===== src/rtl/branch_offset_encoder.sv =====
// Converts a branch site PC and target address into a B/BL instruction word.
// Two-stage valid/ready pipeline with alignment/range checks and a saturating error counter.
module branch_offset_encoder #(
    parameter logic [31:0] PC_OFFSET     = 32'd4,
    parameter int          CHECK_RANGE   = 1,
    parameter int          ERR_CNT_WIDTH = 16
) (
    input  logic                     clk,
    input  logic                     rst,
    input  logic                     inValid,
    output logic                     inReady,
    input  logic [31:0]              pcIn,
    input  logic [31:0]              targetIn,
    input  logic [3:0]               condIn,
    input  logic                     linkIn,
    output logic                     outValid,
    input  logic                     outReady,
    output logic [31:0]              instrOut,
    output logic [23:0]              imm24Out,
    output logic                     misalignedOut,
    output logic                     rangeErrOut,
    output logic [ERR_CNT_WIDTH-1:0] errCount
);

    localparam logic [ERR_CNT_WIDTH-1:0] ErrMax = '1;
    localparam logic [ERR_CNT_WIDTH-1:0] ErrOne = {{(ERR_CNT_WIDTH-1){1'b0}}, 1'b1};

    logic        s1Valid;
    logic [31:0] s1Diff;
    logic [3:0]  s1Cond;
    logic        s1Link;

    logic        s2Load;
    logic        encMisaligned;
    logic        encRangeErr;
    logic [23:0] encImm;
    logic        outFire;

    // inReady depends combinationally on outReady; there is no skid buffer.
    assign s2Load  = !outValid || outReady;
    assign inReady = !s1Valid || s2Load;
    assign outFire = outValid && outReady;

    always_comb begin
        encMisaligned = (s1Diff[1:0] != 2'b00);
        encRangeErr   = (CHECK_RANGE != 0) && (s1Diff[31:26] != {6{s1Diff[25]}});
        encImm        = s1Diff[25:2];
    end

    always_ff @(posedge clk) begin
        if (rst) begin
            s1Valid <= 1'b0;
            s1Diff  <= 32'h0;
            s1Cond  <= 4'h0;
            s1Link  <= 1'b0;
        end else if (inReady) begin
            s1Valid <= inValid;
            if (inValid) begin
                s1Diff <= targetIn - pcIn - PC_OFFSET;
                s1Cond <= condIn;
                s1Link <= linkIn;
            end
        end
    end

    // Errored results carry zeroed instruction/offset so a loader can never patch in garbage.
    always_ff @(posedge clk) begin
        if (rst) begin
            outValid      <= 1'b0;
            instrOut      <= 32'h0;
            imm24Out      <= 24'h0;
            misalignedOut <= 1'b0;
            rangeErrOut   <= 1'b0;
        end else if (s2Load) begin
            outValid <= s1Valid;
            if (s1Valid) begin
                misalignedOut <= encMisaligned;
                rangeErrOut   <= encRangeErr;
                if (encMisaligned || encRangeErr) begin
                    instrOut <= 32'h0;
                    imm24Out <= 24'h0;
                end else begin
                    instrOut <= {s1Cond, 3'b101, s1Link, encImm};
                    imm24Out <= encImm;
                end
            end
        end
    end

    always_ff @(posedge clk) begin
        if (rst) begin
            errCount <= '0;
        end else if (outFire && (misalignedOut || rangeErrOut) && (errCount != ErrMax)) begin
            errCount <= errCount + ErrOne;
        end
    end

endmodule

===== config.mk =====
export PLATFORM = sky130hd
export DESIGN_NAME = branch_offset_encoder
export DESIGN_NICKNAME = d
export VERILOG_FILES = /design/src/rtl/branch_offset_encoder.sv
export SDC_FILE = /design/constraint.sdc
export NUM_CORES = 1
export LEC_CHECK = 0
export CORE_ASPECT_RATIO = 1.1
export CORE_UTILIZATION = 40
export CTS_BUF_LIST = sky130_fd_sc_hd__clkbuf_4 sky130_fd_sc_hd__clkbuf_8 sky130_fd_sc_hd__clkbuf_16
export CTS_CLUSTER_SIZE = 16
export DETAILED_ROUTE_END_ITERATION = 7
export DONT_BUFFER_PORTS = 1
export PLACE_DENSITY = 0.65
export SKIP_LAST_GASP = 1
export SLEW_MARGIN = 20
export SYNTH_ARGS = -nofsm -noshare
export SYNTH_HDL_FRONTEND = slang
export SYNTH_SLANG_ARGS = --single-unit
export TNS_END_PERCENT = 30

===== constraint.sdc =====
create_clock -name clk -period 4.6 [get_ports clk]
set_clock_uncertainty 0.05 [all_clocks]
set_input_delay 0.46 -clock clk [delete_from_list [all_inputs] [get_ports clk]]
set_output_delay 0.46 -clock clk [all_outputs]
set_load 0.02 [all_outputs]

== Word-level counts from Yosys, hierarchy flattened ==
Cells that the tools add are included.

* Bitwise logic cells: 0
* Reduce and logical (&&, ||, !) cells: 12
* $lt $le $gt $ge: 0
* $mul: 0
* Div/mod/pow operators: 0
* Mux-type cells: 2
* Shift-type cells: 0
* Equal/unequal tests: 2
* Add/subtract/negate cells: 3

{| class="wikitable"
|+ Operator list
! cell !! number
|-
| 32-bit two-way mux || 1
|-
| 32-bit by 3-bit subtractor with 32-bit output (second input constant) || 1
|-
| 32-bit subtractor || 1
|-
| 24-bit two-way mux || 1
|-
| 16-bit by 1-bit adder with 16-bit output (second input constant) || 1
|-
| 16-bit inequality test (second input constant) || 1
|-
| 6-bit inequality test || 1
|-
| 1-bit logical OR || 4
|-
| 2-bit AND reduction || 2
|-
| 1-bit logical AND || 3
|-
| 1-bit zero test || 2
|-
| 2-bit nonzero test || 1
|}

* Bits in registers: 113
* Output and inout bits: 76
* Logic and storage cells: 29
* ROM bits: 0
* Memories kept: 0
* RAM bits: 0
* Input port bits: 73
* Bits in latches: 0

== Longest topological paths before layout ==
* Depth after elaboration: 4
* Gate-level depth with buffers: 12
* Mapped depth without buffers: 12

== Least setup slack after synthesis ==
Ideal clock, no wire load.

* Kind: input-to-reg
* From: input pcIn[1]
* To: register s1Diff[29]
* Setup time: 127 ps
* Path slack: 1435 ps
* Data arrival time: 2989 ps
* Required time: 4423 ps
* Buffers on the path: 0
* Stages on the path: 11
* Cell sequence: inv_1 ha_1 ha_1 fa_1 a21oi_1 o21ai_0 o211ai_1 a2111oi_2 or2_1 o311a_1 or3_1

* Cells in the longest elaborated chain, start to end: 2

{| class="wikitable"
|+ Ends and longest elaborated chain
! element !! RTL line !! RTL
|-
| start, declared || 12 || <nowiki>input logic [31:0] pcIn,</nowiki>
|-
| 32-bit subtractor || 59 || <nowiki>s1Diff <= targetIn - pcIn - PC_OFFSET;</nowiki>
|-
| 32-bit by 3-bit subtractor with 32-bit output || 59 ||
|-
| end signal, assigned || 59 ||
|-
| end, declared || 29 || <nowiki>logic [31:0] s1Diff;</nowiki>
|}

No other way between the ends.
A chain may end at the register's enable or synchronous reset.

== Worst setup path in the final report ==
Same ends and word-level chain as after synthesis.

==> impl_metrics.toml <==
[global_route]
first_global_vias = 4187
antenna_found_initial = 0
gr-total-overflow = 0
grtUsageTotal_pct = 17.6
grt_max_degree = 77
grt_pass1_wl_um = 20800

[pwr]
irDropWorstVdd_mv = 0.193
intPower_uw = 1540
swShare_pct = 29.6
combPwrFrac_pct = 23.4
powerDensity_nw_per_um2 = 362
p_clk_share_pct = 37.7
p_leak_uw = 0.00262
switching_power_uw = 648
seq_power_share_pct = 38.9

[cts]
root_buffer = "clkbuf_16"
cts.sinks = 87
cts.path.max_buffers = 2
clkTransAtPathRegs_ns = 0.06
postCtsHoldBufs = 0
htree_levels = 3
ctsResizeCount = 0
worstSkewPairLatency_ns = 0.34
cts_tree = "done"
cts_buffers = 9
cts_setup_buffers = 0

[routing]
drt_iter0_drc = 237
via_count = 4729
dr.pass1.iters = 4
ant_nets = 0
drt_wl_total_um = 12900
top_layer_used = "met4"
met3_length_um = 742
wl_met2_um = 5820
wl_per_cell_um = 14.4
wl_met1_um = 6160
viasPerCell = 5.25
drc = 0

[floorplan]
placementRows = 45
io_pins = 149
core_um2 = 13900
die_area_um2 = 14800
die_y_um = 128
fp.dieW_um = 116
initial_core_util_pct = 41.2

[min_path]
hp-class = "in2reg"
min-delay-start = "rst"
whs_endpoint = "s1Diff[22]"
min_delay_path_depth = 1

[timing]
worst_pin_slew_ns = 0.939
post-route-period-util_pct = 68.4
min_period_ns = 3.15
slew_violations = 0
rsz0062_at_grt = "false"
finalHoldViolCount = 0
slew_headroom_pct = 37.3
fmax_mhz = 318
finalSetupViolCount = 0
final.setup.tns_ns = 0
setup_ws_ns = 1.45
holdWs_ns = 0.154

[synthesis]
synthCells = 744
ys_ff_latch = 87
synth_area_leaders = "dfxtp_1 30%, ha_1 14%, inv_1 6.7%"
synth_edf_count = 0
ys_seq_area_share_pct = 30.4
synthFlopType = "dfxtp_1"
synthArstFlopShare_pct = 0
synth_area_per_cell_um2 = 7.70
synthDistinctLibCells = 61
yosysMostFrequentCell = "inv_1"
syn-num-nets = 880
yosysTopAreaCell = "dfxtp_1"
synth_top_area_share_pct = 30.4
yosys_warnings = 0
synthTopCellsByCount = "103 x inv_1, 87 x dfxtp_1, 72 x nand2_1"
synthesis.area_um2 = 5730

[placed_design]
gp_congestion = 0.833
portBuffers = 0
preCtsSetupSlack_ns = 1.14
placed_cell_area_um2 = 5710
hpwl_um = 9860

[worst_setup_path]
end_kind = "register"
cp.required_ns = 4.76
crit_arrival_ns = 3.31
cpMaxStageDelayCell = "fa_1"
startpoint_type = "input port"
r2r_cells = 7
path_max_fanout = 4
regToRegEndpoint = "s1Diff[29]"
path_class = "in2reg"
rr_startpoint = "outValid"
r2r_slack_ns = 1.77
cp_cell_sequence = "inv_1 > ha_1 > ha_1 > fa_1 > a21oi_1 > o21ai_0 > o211ai_1 > a2111oi_2 > or2_1 > o311a_1 > or3_1"
critPathMaxStageDelay_ns = 0.41
cp_common_cell = "ha_1"

[final_layout]
antenna_cells = 0
utilization_pct = 43.5
num-nets-final = 843
drive_gt1_share_pct = 4.49
area_growth_pct = 5.52
fin_area_um2 = 6050

[flow_run]
drv_cap = 0

[run_status]
outcome = "finished clean"
flip-flops by register name (all words and copies together) (netlist names):
signal         cells
imm24Out          23
s1Valid            1
s1Diff            32
s1Cond             4
instrOut           7
s1Link             1
outValid           1
rangeErrOut        1
misalignedOut      1
errCount          16
placed cells by master (no fill, tap or decap), drive strengths merged, types with 4 or more instances in the layout:
cell	n
clkbuf	10
xor2	13
nand3	16
ha	62
and3	9
nor3	18
o211ai	9
a21oi	60
nor2	67
nand4	12
mux2i	4
and2	4
a211oi	6
a21o	8
o21a	5
dfxtp	87
o21ai	30
nand2	73
a31oi	5
xnor2	16
clkinv	4
or3	8
o2111ai	4
buf	4
inv	103
a22oi	29
worst max-delay path, delay by kind of cell:
family / cells / cell delay (ns)
compound gates: 5 / 1.26
simple gates: 2 / 0.63
fa+ha+maj: 3 / 0.93
buf+inv: 1 / 0.03
metrics by stage:
step,std cells,power (uW)
final,900,2190
after global routing,900,2310
after CTS,900,2210
after detailed placement,884,1380
after global placement,884,1380
after floorplan,744,1280
layer usage:
layer / GRT usage (%) / vias to the layer above
met3: 3.46 / 14
li1: - / 2455
met5: 0 / -
met1: 23.0 / 2125
met2: 28.5 / 135
met4: 6.41 / 0
power groups by stage:
stage	combinational [uW]	sequential (uW)	clock, uW
6_report	513	852	825
5_1_grt	583	859	872
4_1_cts	515	852	847
3_5_place_dp	511	869	0
3_3_place_gp	509	868	0
2_1_floorplan	424	852	0
worst max-delay path by stage:
stage | depth (start not counted) | startpoint | slack, ns | end
2_1_floorplan | 11 | pcIn[1] | 1.43 | s1Diff[29]
3_3_place_gp | 11 | pcIn[1] | 1.19 | s1Diff[29]
3_5_place_dp | 11 | pcIn[1] | 1.14 | s1Diff[29]
4_1_cts | 11 | pcIn[1] | 1.48 | s1Diff[29]
5_1_grt | 11 | pcIn[1] | 1.34 | s1Diff[29]
6_report | 11 | pcIn[1] | 1.45 | s1Diff[29]
logic make-up after synthesis:
group	synth area share (%)
AOI/OAI and AO/OA	19.9
adders and majority gates	13.9
xor gates and xnor gates	4.43
other	0.0654
DFF	30.4
muxes	0.699
buffers and inverters	11.9
and+or+nand+nor	18.7
final cells by class:
cell class                 count  area, um^2
timing repair buffer           4        30.0
clock inverter                 6         109
sequential                    87        1740
multi-input combinational    501        3310
tap                          188         235
inverter                     104         390
clock buffer                  10         233
fill                        1423        7860
Power figures use the tool's default switching activity.
